### config.mk
export PLATFORM = sky130hd
export DESIGN_NAME = stash_path_writeback_seq_flat
export DESIGN_NICKNAME = d
export VERILOG_FILES = /design/src/rtl/stash_path_writeback_seq_if.sv /design/src/rtl/stash_path_writeback_seq.sv /design/src/flat_wrapper.sv
export SDC_FILE = /design/constraint.sdc
export NUM_CORES = 1
export LEC_CHECK = 0
export BUFFER_PORTS_ARGS = -buffer_cell sky130_fd_sc_hd__buf_2
export CAP_MARGIN = 30
export CORE_UTILIZATION = 49
export DETAILED_ROUTE_END_ITERATION = 8
export PLACE_DENSITY = 0.75
export SLEW_MARGIN = 25
export SYNTH_ARGS = -nofsm -noshare
export SYNTH_HDL_FRONTEND = slang
export SYNTH_SLANG_ARGS = --single-unit
### constraint.sdc
create_clock -name clk -period 2.4 [get_ports clk]
set_input_delay 0.12 -clock clk [delete_from_list [all_inputs] [get_ports clk]]
set_output_delay 0.12 -clock clk [all_outputs]
set_load 0.05 [all_outputs]
### src/rtl/stash_path_writeback_seq_if.sv
// Bundles the scan-table DMA read/return channels and the writeback command channel
// of the path writeback sequencer. master = sequencer side, slave = table/datapath side.
interface stash_path_writeback_seq_if #(
    parameter int ORAML     = 10,
    parameter int ORAMZ     = 5,
    parameter int SEA_WIDTH = 8
);
    localparam int BLOCKS = (ORAML + 1) * ORAMZ;
    localparam int STA_W  = (BLOCKS > 1) ? $clog2(BLOCKS) : 1;
    localparam int BKTA_W = (ORAML > 0) ? $clog2(ORAML + 1) : 1;

    logic [STA_W-1:0]     tbl_read_addr;
    logic                 tbl_read_valid;
    logic [SEA_WIDTH-1:0] tbl_data;
    logic                 tbl_data_valid;
    logic                 tbl_data_ready;
    logic [SEA_WIDTH-1:0] wb_saddr;
    logic                 wb_dummy;
    logic [BKTA_W-1:0]    wb_level;
    logic                 wb_valid;
    logic                 wb_ready;

    modport master (
        output tbl_read_addr, tbl_read_valid, tbl_data_ready,
        output wb_saddr, wb_dummy, wb_level, wb_valid,
        input  tbl_data, tbl_data_valid, wb_ready
    );

    modport slave (
        input  tbl_read_addr, tbl_read_valid, tbl_data_ready,
        input  wb_saddr, wb_dummy, wb_level, wb_valid,
        output tbl_data, tbl_data_valid, wb_ready
    );
endinterface

### src/rtl/stash_path_writeback_seq.sv
// Path writeback sequencer: walks every scan-table slot of the current path in address
// order with a credit limit on outstanding reads, and turns each returned stash address
// into a {saddr, dummy, level} writeback command through a one-entry output register.
module stash_path_writeback_seq #(
    parameter int ORAML     = 10,
    parameter int ORAMZ     = 5,
    parameter int SEA_WIDTH = 8,
    parameter int CREDITS   = 4
) (
    input  logic clk,
    input  logic rst,
    input  logic scan_table_ready,
    input  logic start,
    output logic busy,
    output logic done,
    output logic per_access_reset,
    stash_path_writeback_seq_if.master bus
);
    localparam int BLOCKS = (ORAML + 1) * ORAMZ;
    localparam int STA_W  = (BLOCKS > 1) ? $clog2(BLOCKS) : 1;
    localparam int BKTA_W = (ORAML > 0) ? $clog2(ORAML + 1) : 1;
    localparam int SLOT_W = (ORAMZ > 1) ? $clog2(ORAMZ) : 1;
    // Counters must be able to hold BLOCKS itself, one past the last table address.
    localparam int CNT_W  = $clog2(BLOCKS + 1);
    localparam int OUT_W  = $clog2(CREDITS + 1);

    localparam logic [SEA_WIDTH-1:0] SNULL      = {SEA_WIDTH{1'b1}};
    localparam logic [CNT_W-1:0]     LAST_SLOT  = CNT_W'(BLOCKS - 1);
    localparam logic [CNT_W-1:0]     ALL_SLOTS  = CNT_W'(BLOCKS);
    localparam logic [OUT_W-1:0]     CREDIT_MAX = OUT_W'(CREDITS);
    localparam logic [SLOT_W-1:0]    SLOT_LAST  = SLOT_W'(ORAMZ - 1);

    typedef enum logic [1:0] {
        IDLE  = 2'd0,
        ISSUE = 2'd1,
        DRAIN = 2'd2,
        FIN   = 2'd3
    } state_t;

    state_t               state;
    logic [CNT_W-1:0]     issue_cnt;
    logic [CNT_W-1:0]     ret_cnt;
    logic [OUT_W-1:0]     outstanding;
    logic [SLOT_W-1:0]    slot;
    logic [BKTA_W-1:0]    level;

    logic                 wb_valid_r;
    logic [SEA_WIDTH-1:0] wb_saddr_r;
    logic                 wb_dummy_r;
    logic [BKTA_W-1:0]    wb_level_r;

    logic issue;
    logic wb_free;
    logic accept;
    logic start_ok;

    // Handshake decode: read issue under credit, return accept into a free output register.
    always_comb begin
        issue    = (state == ISSUE) && (outstanding < CREDIT_MAX);
        wb_free  = ~wb_valid_r | bus.wb_ready;
        // Data arriving outside an access (e.g. after a mid-walk reset) is swallowed.
        accept   = bus.tbl_data_valid & wb_free & busy;
        start_ok = (state == IDLE) & start & scan_table_ready;
    end

    assign bus.tbl_read_valid = issue;
    assign bus.tbl_read_addr  = issue_cnt[STA_W-1:0];
    assign bus.tbl_data_ready = wb_free;
    assign bus.wb_valid       = wb_valid_r;
    assign bus.wb_saddr       = wb_saddr_r;
    assign bus.wb_dummy       = wb_dummy_r;
    assign bus.wb_level       = wb_level_r;

    // Access sequencing FSM with registered busy/done/per_access_reset.
    always_ff @(posedge clk or posedge rst) begin
        if (rst) begin
            state            <= IDLE;
            busy             <= 1'b0;
            done             <= 1'b0;
            per_access_reset <= 1'b0;
        end else begin
            done             <= 1'b0;
            per_access_reset <= 1'b0;
            case (state)
                IDLE: begin
                    if (start_ok) begin
                        state <= ISSUE;
                        busy  <= 1'b1;
                    end
                end
                ISSUE: begin
                    // Leave as the final read goes out, i.e. as issue_cnt reaches BLOCKS.
                    if (issue && (issue_cnt == LAST_SLOT)) begin
                        state <= DRAIN;
                    end
                end
                DRAIN: begin
                    if ((ret_cnt == ALL_SLOTS) && wb_free) begin
                        state            <= FIN;
                        done             <= 1'b1;
                        per_access_reset <= 1'b1;
                    end
                end
                FIN: begin
                    state <= IDLE;
                    busy  <= 1'b0;
                end
                default: state <= IDLE;
            endcase
        end
    end

    // Walk counters: issue address, returns, credits in flight, and slot/level position.
    always_ff @(posedge clk or posedge rst) begin
        if (rst) begin
            issue_cnt   <= '0;
            ret_cnt     <= '0;
            outstanding <= '0;
            slot        <= '0;
            level       <= '0;
        end else if (start_ok) begin
            issue_cnt   <= '0;
            ret_cnt     <= '0;
            outstanding <= '0;
            slot        <= '0;
            level       <= '0;
        end else begin
            if (issue) begin
                issue_cnt <= issue_cnt + CNT_W'(1);
            end
            if (issue && !accept) begin
                outstanding <= outstanding + OUT_W'(1);
            end else if (!issue && accept) begin
                outstanding <= outstanding - OUT_W'(1);
            end
            if (accept) begin
                ret_cnt <= ret_cnt + CNT_W'(1);
                // Slot-within-bucket wraps into the next level; avoids a divide by ORAMZ.
                if (slot == SLOT_LAST) begin
                    slot  <= '0;
                    level <= level + BKTA_W'(1);
                end else begin
                    slot <= slot + SLOT_W'(1);
                end
            end
        end
    end

    // One-entry command register: loads on accept, empties when downstream takes it.
    always_ff @(posedge clk or posedge rst) begin
        if (rst) begin
            wb_valid_r <= 1'b0;
            wb_saddr_r <= '0;
            wb_dummy_r <= 1'b0;
            wb_level_r <= '0;
        end else if (accept) begin
            wb_valid_r <= 1'b1;
            wb_saddr_r <= bus.tbl_data;
            wb_dummy_r <= (bus.tbl_data == SNULL);
            wb_level_r <= level;
        end else if (bus.wb_ready) begin
            wb_valid_r <= 1'b0;
        end
    end

`ifndef SYNTHESIS
    // Simulation-only sanity checks on the surrounding table's behaviour.
    always @(posedge clk) begin
        if (!rst) begin
            if (bus.tbl_data_valid && !busy) begin
                $error("stash_path_writeback_seq: table data returned while not busy");
                $finish;
            end
            if (issue && !accept && (outstanding == CREDIT_MAX)) begin
                $error("stash_path_writeback_seq: outstanding read count overflow");
                $finish;
            end
            if (accept && (ret_cnt == ALL_SLOTS)) begin
                $error("stash_path_writeback_seq: more returns than slots on path");
                $finish;
            end
        end
    end
`endif
endmodule

### src/flat_wrapper.sv
// flat-port wrapper written by rule: the top's interface ports become plain ports
module stash_path_writeback_seq_flat 
#(
    parameter int ORAML     = 10,
    parameter int ORAMZ     = 5,
    parameter int SEA_WIDTH = 8,
    parameter int CREDITS   = 4
)
  (clk, rst, scan_table_ready, start, busy, done, per_access_reset, bus_tbl_read_addr, bus_tbl_read_valid, bus_tbl_data_ready, bus_wb_saddr, bus_wb_dummy, bus_wb_level, bus_wb_valid, bus_tbl_data, bus_tbl_data_valid, bus_wb_ready);
  stash_path_writeback_seq_if #(.ORAML(ORAML), .ORAMZ(ORAMZ), .SEA_WIDTH(SEA_WIDTH)) bus_i ();
  input  logic clk;
  input  logic rst;
  input  logic scan_table_ready;
  input  logic start;
  output logic busy;
  output logic done;
  output logic per_access_reset;
  output wire logic [$bits(bus_i.tbl_read_addr)-1:0] bus_tbl_read_addr;
  output wire logic [$bits(bus_i.tbl_read_valid)-1:0] bus_tbl_read_valid;
  output wire logic [$bits(bus_i.tbl_data_ready)-1:0] bus_tbl_data_ready;
  output wire logic [$bits(bus_i.wb_saddr)-1:0] bus_wb_saddr;
  output wire logic [$bits(bus_i.wb_dummy)-1:0] bus_wb_dummy;
  output wire logic [$bits(bus_i.wb_level)-1:0] bus_wb_level;
  output wire logic [$bits(bus_i.wb_valid)-1:0] bus_wb_valid;
  input wire logic [$bits(bus_i.tbl_data)-1:0] bus_tbl_data;
  input wire logic [$bits(bus_i.tbl_data_valid)-1:0] bus_tbl_data_valid;
  input wire logic [$bits(bus_i.wb_ready)-1:0] bus_wb_ready;
  assign bus_tbl_read_addr = bus_i.tbl_read_addr;
  assign bus_tbl_read_valid = bus_i.tbl_read_valid;
  assign bus_tbl_data_ready = bus_i.tbl_data_ready;
  assign bus_wb_saddr = bus_i.wb_saddr;
  assign bus_wb_dummy = bus_i.wb_dummy;
  assign bus_wb_level = bus_i.wb_level;
  assign bus_wb_valid = bus_i.wb_valid;
  assign bus_i.tbl_data = bus_tbl_data;
  assign bus_i.tbl_data_valid = bus_tbl_data_valid;
  assign bus_i.wb_ready = bus_wb_ready;
  stash_path_writeback_seq #(.ORAML(ORAML), .ORAMZ(ORAMZ), .SEA_WIDTH(SEA_WIDTH), .CREDITS(CREDITS)) u_core (.clk(clk), .rst(rst), .scan_table_ready(scan_table_ready), .start(start), .busy(busy), .done(done), .per_access_reset(per_access_reset), .bus(bus_i));
endmodule
# Word-level counts from Yosys, hierarchy flattened
# Index checks and enable logic that the tools add are counted.
# totals
register_bits	40
input_bits	14
wordCells	75
# op_classes
add_sub_neg	6
n_lt_le_gt_ge	1
eq_ne	10
mux	23
bitwise	6
reduce_logical	17
# ops
op	n
$mux W6	4
$mux W3	6
$add A6 B1 Y6 const B	2
$eq A6 B6 Y1 const B	2
$mux W4	3
$reduce_bool A2 Y1	5
$eq A8 B8 Y1 const B	1
$pmux W2 S4	1
$add A3 B1 Y3 const B	2
$mux W2	3
$logic_and A1 B1 Y1	5
$mux W1	5
$add A4 B1 Y4 const B	1
$and A1 B1 Y1	4
$eq A2 B2 Y1 const B	2
$ne A2 B1 Y1 const B	2
$reduce_and A2 Y1	2
$eq A3 B3 Y1 const B	1
$lt A3 B3 Y1 const B	1
$reduce_and A3 Y1	1
$reduce_bool A3 Y1	1
$sub A3 B1 Y3 const B	1
$eq A2 B1 Y1 const B	1
$logic_not A1 Y1	2
5 further kinds	5

# Logic depth before layout (Yosys ltp)
# Gate-level depths: netlist of run 1.
# logic_depth
depth_word	8
mapped_depth	10
ltp_nobuf	8

# Least setup slack after synthesis of run 1
# No wires, ideal clock.
# synth_timing
kind	flip-flop to flip-flop
from	reg u_core.busy
to	reg u_core.outstanding[2]
setup_ns	0.078
t_arrival_ns	2.529
required_time_ns	2.322
setup_slack_ns	-0.207
path_stages_with_launch	10
path_buffers	1
path_cell_list	dfrtp_1 > nand2_2 > nor2_4 > inv_2 > buf_2 > ha_1 > fa_1 > xnor2_1 > or3_1 > a21oi_1
# synth_via
elab_chain_cells	5
elab_cells_between_ends	7
cone_classes	mux: 2; bitwise: 1; reduce/logical: 4
# synth_lines
item	line_no	source
from (decl)	stash_path_writeback_seq.sv:14	output logic busy,
from (signal assigned)	stash_path_writeback_seq.sv:78	busy <= 1'b0;
from (signal assigned)	stash_path_writeback_seq.sv:88	busy <= 1'b1;
from (signal assigned)	stash_path_writeback_seq.sv:106	busy <= 1'b0;
$and A1 B1 Y1 *	stash_path_writeback_seq.sv:62	accept = bus.tbl_data_valid & wb_free & busy;
$logic_not A1 Y1	stash_path_writeback_seq.sv:131	if (issue && !accept) begin
$logic_and A1 B1 Y1	stash_path_writeback_seq.sv:131	
$mux W3	stash_path_writeback_seq.sv:131	
$mux W3	stash_path_writeback_seq.sv:121	end else if (start_ok) begin
to (signal assigned)	stash_path_writeback_seq.sv:132	outstanding <= outstanding + OUT_W'(1);
to (signal assigned)	stash_path_writeback_seq.sv:134	outstanding <= outstanding - OUT_W'(1);
to (decl)	stash_path_writeback_seq.sv:43	logic [OUT_W-1:0] outstanding;
# Mark *: on every way between the ends. The rest lies on a longest branch, timed or not.
# A chain may end at the register's enable or synchronous reset.

# Final worst setup path of run 1
# layout_timing
from	reg u_core.state[1]
to	reg u_core.outstanding[2]
# layout_via
elab_chain_cells	5
elab_cells_between_ends	11
cone_classes	eq/ne: 1; mux: 2; bitwise: 2; reduce/logical: 6
# layout_lines
item	line_no	source
from (decl)	stash_path_writeback_seq.sv:40	state_t state;
from (signal assigned)	stash_path_writeback_seq.sv:77	state <= IDLE;
from (signal assigned)	stash_path_writeback_seq.sv:87	state <= ISSUE;
from (signal assigned)	stash_path_writeback_seq.sv:94	state <= DRAIN;
$eq A2 B1 Y1	stash_path_writeback_seq.sv:59	issue = (state == ISSUE) && (outstanding < CREDIT_MAX);
$logic_and A1 B1 Y1	stash_path_writeback_seq.sv:59	
$logic_and A1 B1 Y1 / $logic_not A1 Y1 (equally long branches)	stash_path_writeback_seq.sv:131, stash_path_writeback_seq.sv:133	
$mux W3 / $logic_and A1 B1 Y1 (equally long branches)	stash_path_writeback_seq.sv:131, stash_path_writeback_seq.sv:133	
$mux W3 / $reduce_bool A3 Y1 (equally long branches)	--	
# Parallel ways exist; a longest one is shown, timed or not.

==> results of run 1 <==
==> area by class of cell <==
| type | instances | area [um^2] |
|---|---|---|
| Fill cell | 348 | 1450 |
| Sequential cell | 40 | 1000 |
| Multi-Input combinational cell | 142 | 917 |
| Timing Repair Buffer | 44 | 238 |
| Clock buffer | 5 | 68.8 |
| Tap cell | 48 | 60.1 |
| Inverter | 12 | 47.5 |
| Clock inverter | 3 | 18.8 |
==> report_power, final <==
part / internal [uW] / switching (uW)
sequential: 673 / 0
combinational: 10.5 / 18.8
clock: 202 / 231
total: 886 / 250
==> cell usage in the layout (no fill, tap or decap), types with 2 or more instances in the layout <==
cell	count
nand2_1	48
buf_2	38
dfrtp_1	38
nor2_1	21
inv_1	11
ha_1	11
xnor2_1	10
a21oi_1	6
nand3_1	6
xor2_1	5
clkbuf_8	5
buf_4	5
nand4_1	4
and3_1	2
nor4_2	2
o21ai_1	2
nor3_1	2
mux2i_1	2
clkinv_2	2
dfrtp_2	2
==> stage by stage <==
stage               hold WS [ps]  setup slack (ps)  util [%]  area, um^2  instances
global route                33.0               207      62.0        2350        294
detailed placement           266               293      59.4        2260        285
global placement             264               379      59.4        2260        285
finish                      33.5               296      62.0        2350        294
floorplan                    225              23.3         -        2030        202
CTS                         27.0               289      62.0        2350        294
==> state kept, by name (all words and copies together), names as in the netlist <==
name                      flops
u_core.bus.wb_saddr           8
u_core.bus.tbl_read_addr      6
u_core.ret_cnt                6
u_core.bus.wb_level           4
u_core.level                  4
u_core.outstanding            3
u_core.slot                   3
u_core.state                  2
u_core.bus.wb_dummy           1
u_core.bus.wb_valid           1
u_core.busy                   1
u_core.done                   1
==> layer usage <==
metal	global-route usage, %	wire [um]	up-vias
li1	-	-	737
met1	22.9	1610	701
met2	29.3	1690	18
met3	4.14	103	5
met4	7.18	47	0
met5	0	0	-
==> synth_stat cells, drive strengths merged <==
cell type  count  share of area (%)
nand3          6                1.5
nand4bb        1               0.56
a21oi          6                1.5
nor3           3               0.99
mux2           1               0.75
dfrtp         40                 50
nand4          4                1.2
a22oi          1               0.37
o31ai          1               0.37
xor2           5                2.2
buf            5                2.1
nor4b          2                1.9
and3           2               0.62
inv           12                2.2
or3            1               0.31
xnor2         10                4.3
o21ai          4                1.2
ha            12                7.5
a221oi         1               0.75
nor3b          1               0.37
mux2i          2               0.99
and2           1               0.31
nand3b         1               0.37
nor4           2                1.2
fa             1               0.99
a21boi         1               0.37
nor2b          2               0.99
nand2         49                9.3
nor2          22                4.5
clkbuf         3               0.56
==> path summary, 6_finish.rpt <==
path | start | endpoint | slack, ps | depth (start not counted)
setup reg to reg | u_core.state[1] | u_core.outstanding[2] | 300 | 8
max in group asynchronous | rst | u_core.bus.wb_valid | 1560 | 4
min in group asynchronous | rst | u_core.outstanding[1] | 490 | 4
hold / removal | bus_tbl_data[0] | u_core.bus.wb_saddr[0] | 30 | 3
hold reg to reg | u_core.bus.wb_saddr[2] | u_core.bus.wb_saddr[2] | 470 | 2
setup / recovery | u_core.state[1] | u_core.outstanding[2] | 300 | 8
==> kinds of logic (layout without fill, tap and decap cells) <==
| kind of cell | after synthesis | in the layout | share of synthesized area (%) |
|---|---|---|---|
| simple gates | 97 | 97 | 24.2 |
| fa+ha+maj | 13 | 13 | 8.45 |
| mux | 3 | 3 | 1.74 |
| flops | 40 | 40 | 49.7 |
| compound gates | 14 | 14 | 4.53 |
| xor+xnor | 15 | 15 | 6.52 |
| buf+inv | 20 | 64 | 4.91 |
==> worst register-to-register path, delay by kind of cell (launching register included) <==
kind,cells,cell delay [ps]
buffers and inverters,1,90
AOI/OAI and AO/OA,1,150
and+or+nand+nor,2,460
xor gates and xnor gates,1,150
DFF,1,390
adders and majority gates,3,800
==> repair_timing <==
| item | 4_1_cts | 5_1_grt |
|---|---|---|
| hold buffers | 1 | 0 |
| resized for setup | 0 | 0 |
| endpoints found under the hold margin | 40 | 0 |
==> results.sh, run 1 <==
export IMPL_path_buf_inv=1
export IMPL_rows=22
export IMPL_drc=0
export IMPL_drt_wl_total_mm=3.45
export IMPL_crit_chain="inv_1 -> ha_1 -> nor2b_1 -> ha_2 -> fa_1 -> xnor2_1 -> or3_1 -> a21oi_1"
export IMPL_tns_ps=0
export IMPL_cp_start_kind="flip-flop"
export IMPL_cts_sinks=40
export IMPL_grt_pass1_vias=1353
export IMPL_die_area_mm2=0.00437
export IMPL_antenna_found_initial=0
export IMPL_p_total_uw=1140
export IMPL_max_clock_freq_mhz=475
export IMPL_cp_max_fo=4
export IMPL_ant_nets=0
export IMPL_dpl_hpwl_mm=2.49
export IMPL_synth_area_mm2=0.00201
export IMPL_cts_tree="yes"
export IMPL_status="finished clean"
export IMPL_place_gp_congestion=0.746
export IMPL_worstMarginPinSlew_ps=488
export IMPL_slew_headroom_pct=67.5
export IMPL_yosysUniqueCellTypes=40
export IMPL_n_antenna_cell=0
export IMPL_port_buffers=38
export IMPL_htree_levels=2
export IMPL_yosys_warnings=0
export IMPL_fin_skew_ps=5.25
export IMPL_syn_avg_cell_area_um2=9.97
export IMPL_post_cts_buffers=0
export IMPL_grt_ovfl_total=0
export IMPL_cpLargestDelayFamily="adder cells"
export IMPL_syn_num_nets=229
export IMPL_io_pins=39
export IMPL_worstPathRequired_ps=2620
export IMPL_finalNetCount=272
export IMPL_rsz0062_at_grt="no"
export IMPL_clk_path_buf_depth=2
export IMPL_finalSetupViolCount=0
export IMPL_dr_pass1_iters=4
export IMPL_ys_seq_area_share_pct=49.7
export IMPL_initialDrtViolationCount=107
export IMPL_avgViaCountPerCell=4.97
export IMPL_area_delta_synth_final_pct=16.8
export IMPL_start_util_pct=53.0
export IMPL_clockRootBuffer="clkbuf_8"
export IMPL_crit_arrival_ps=2320
export IMPL_drv_cap=0
export IMPL_crit_slowest_cell="dfrtp_1"
export IMPL_grt_max_degree=41
export IMPL_fin_crit_ps=2100
export IMPL_hold_class="in2reg"
export IMPL_p_per_area_mw_per_mm2=483
export IMPL_critical_path_max_stage_delay_ps=390
export IMPL_synth_seq_cells=40
export IMPL_cp_end_kind="flip-flop"
export IMPL_vias=1461
export IMPL_die_height_um=66.1
export IMPL_drv_slew=0
export IMPL_min_period_over_period_pct=87.7
export IMPL_hold_viol_final=0
export IMPL_ir_worst_vdd_mv=0.333
export IMPL_synthCells=202
export IMPL_clk_pin_slew_ps=80
export IMPL_clk_insertion_delay_late_ps=290
export IMPL_grtUsageTotal_pct=17.9
export IMPL_worstSetupPathType="reg2reg"
export IMPL_wl_per_cell_um=11.7
export IMPL_core_area_mm2=0.00380
export IMPL_cts_buffers=5
export IMPL_grt_pass1_wl_mm=5.87
export IMPL_drive_gt1_share_pct=26.8
export IMPL_die_x_um=66.1
export IMPL_power_leakage_uw=0.00122
(Power assumes the default switching activity.)
==> run 2: changes to the inputs <==
- CORE_UTILIZATION: 49 -> 54
- PLACE_DENSITY: 0.75 -> 0.78
- clock period: 2.4 -> 2.3 ns (I/O delays scaled with it)
==> run 2 against run 1 <==
  * Worst setup slack worse by 18 ps
  * Via count up 1.5%
  * First-iteration DRC count down 30%
  * Critical path depth is the same
  * Sequential cell count is the same
  * Global-route usage grew 2.7 points
  * Combinational power up 5%
  * Count of clock-buffer cells in the layout up 2
  * Non-clock buffer count rose by 1
  * Critical path type unchanged
  * Critical endpoint unchanged
  * Largest cell class unchanged
  * Highest routed layer unchanged
==> results.sh, run 2 (same netlist as run 1, synthesis figures left out) <==
export IMPL_cts_tree="yes"
export IMPL_place_gp_congestion=0.772
export IMPL_drt_wl_total_mm=3.60
export IMPL_avgViaCountPerCell=5.06
export IMPL_drv_slew=0
export IMPL_htree_levels=2
export IMPL_port_buffers=38
export IMPL_max_clock_freq_mhz=495
export IMPL_ir_worst_vdd_mv=0.371
export IMPL_switchingPower_uw=256
export IMPL_hold_viol_final=0
export IMPL_worstSetupPathType="reg2reg"
export IMPL_die_x_um=63.1
export IMPL_comb_power_share_pct=2.3
export IMPL_largest_reg_flops=8
export IMPL_start_util_pct=58.5
export IMPL_worstPathRequired_ps=2530
export IMPL_multi_input_area_um2=930
export IMPL_rows=21
export IMPL_dpl_cell_area_mm2=0.00227
export IMPL_cts_resized=0
export IMPL_grt_ovfl_total=0
export IMPL_cp_max_fo=4
export IMPL_die_area_mm2=0.00398
export IMPL_critical_path_max_stage_delay_ps=390
export IMPL_intPower_uw=1100
export IMPL_fin_cells=293
export IMPL_crit_end="u_core.outstanding[2]"
export IMPL_clockRootBuffer="clkbuf_8"
export IMPL_grt_pass1_wl_mm=6.09
export IMPL_fin_crit_ps=2020
export IMPL_grtUsageTotal_pct=20.6
export IMPL_status="finished clean"
export IMPL_tns_ps=0
export IMPL_grt_max_degree=41
export IMPL_initialDrtViolationCount=75
export IMPL_p_per_area_mw_per_mm2=561
export IMPL_cp_end_kind="flip-flop"
export IMPL_place_inst=284
export IMPL_cts_buffers=5
export IMPL_clk_path_buf_depth=2
export IMPL_drc=0
export IMPL_worstSetupStartpoint="u_core.state[1]"
export IMPL_ant_nets=0
export IMPL_dr_pass1_iters=4
export IMPL_cp_depth=8
export IMPL_dpl_hpwl_mm=2.63
export IMPL_regArea_mm2=0.00100
export IMPL_crit_arrival_ps=2250
export IMPL_rsz0062_at_grt="no"
export IMPL_drv_cap=0
export IMPL_io_pins=39
export IMPL_cp_start_kind="flip-flop"
export IMPL_min_period_over_period_pct=87.9
export IMPL_finalSetupViolCount=0
export IMPL_layout_common_cells="nand2_1 (48), buf_2 (38), dfrtp_1 (38)"
export IMPL_final_area_mm2=0.00241
export IMPL_finalNetCount=273
export IMPL_r2r_start="u_core.state[1]"
export IMPL_reg2reg_setup_slack_ps=280
export IMPL_wl_per_cell_um=12.3
export IMPL_whs_ps=19.2
export IMPL_die_height_um=63.1
export IMPL_power_leakage_uw=0.00124
export IMPL_grt_pass1_vias=1373
export IMPL_switching_share_pct=18.9
export IMPL_path_buf_inv=1
export IMPL_r2r_end="u_core.outstanding[2]"
export IMPL_crit_chain="inv_1 -> ha_1 -> nor2b_1 -> ha_4 -> fa_2 -> xnor2_1 -> or3_1 -> a21oi_1"
export IMPL_seq_power_share_pct=52.0
export IMPL_vias=1483
export IMPL_rr_worst_depth=8
export IMPL_post_cts_buffers=0
export IMPL_worstMarginPinSlew_ps=486
export IMPL_cpLargestDelayFamily="adder cells"
export IMPL_clkPwrFrac_pct=45.7
export IMPL_core_area_mm2=0.00344
export IMPL_n_antenna_cell=0
export IMPL_crit_slowest_cell="dfrtp_1"
export IMPL_slew_headroom_pct=67.6
export IMPL_cts_sinks=40
export IMPL_clk_pin_slew_ps=80
export IMPL_nFillCells=287
export IMPL_clk_insertion_delay_late_ps=300
export IMPL_area_delta_synth_final_pct=19.6
export IMPL_drive_gt1_share_pct=27.5
export IMPL_final_common_cell="nand2_1"
export IMPL_fin_skew_ps=9.32
export IMPL_antenna_found_initial=0
export IMPL_hold_class="in2reg"
==> run 2: metal layers <==
metal,vias to the layer above,GRT usage (%),routed length (um)
met5,-,0,0
met4,0,10.5,73
met3,8,4.89,87
met2,20,35.5,1880
met1,719,23.8,1550
li1,736,-,-
==> run 2: area by class of cell <==
cell class | instances | share of cell area (%)
clock buffer | 7 | 4.00
clock inverter | 1 | 1.25
inverter | 12 | 1.97
multi-input combinational | 142 | 38.6
sequential | 40 | 41.6
tap | 46 | 2.39
timing repair buffer | 45 | 10.2
==> run 2: what timing repair did <==
item                       4_1_cts  5_1_grt
setup endpoints to repair        0        0
hold endpoints to repair        40        0
hold buffers                     1        0
==> run 2: how the worst min path moves through the flow <==
stage                     slack, ps  cells after the start            start                     endpoint
after floorplan                 220                      2  bus_tbl_data[0]       u_core.bus.wb_saddr[0]
after global placement          260                      3              rst  u_core.bus.tbl_read_addr[0]
after detailed placement        260                      3              rst  u_core.bus.tbl_read_addr[0]
after CTS                        20                      3  bus_tbl_data[7]       u_core.bus.wb_saddr[7]
after global routing             40                      3  bus_tbl_data[4]       u_core.bus.wb_saddr[4]
final                            20                      3  bus_tbl_data[1]       u_core.bus.wb_saddr[1]
==> run 2: power groups by stage <==
stage | clock [uW] | combinational (uW) | sequential, uW
after global routing | 660 | 35.8 | 702
final | 618 | 30.8 | 703
after detailed placement | 0 | 31.1 | 717
after floorplan | 0 | 11.9 | 717
after global placement | 0 | 30.6 | 717
after CTS | 636 | 32.4 | 703
==> run 2: through the flow <==
stage / util (%) / total power, uW / setup WS [ps]
after detailed placement: 66.0 / 748 / 253
final: 70.0 / 1350 / 278
after global routing: 70.0 / 1400 / 204
after floorplan: - / 728 / 7.30
after CTS: 70.0 / 1370 / 259
after global placement: 66.0 / 747 / 349
==> run 2: tightest hold or removal path, stage by stage <==
cell,delay (ps)
buf_2,80
nand2_1,40
nand2_1,40
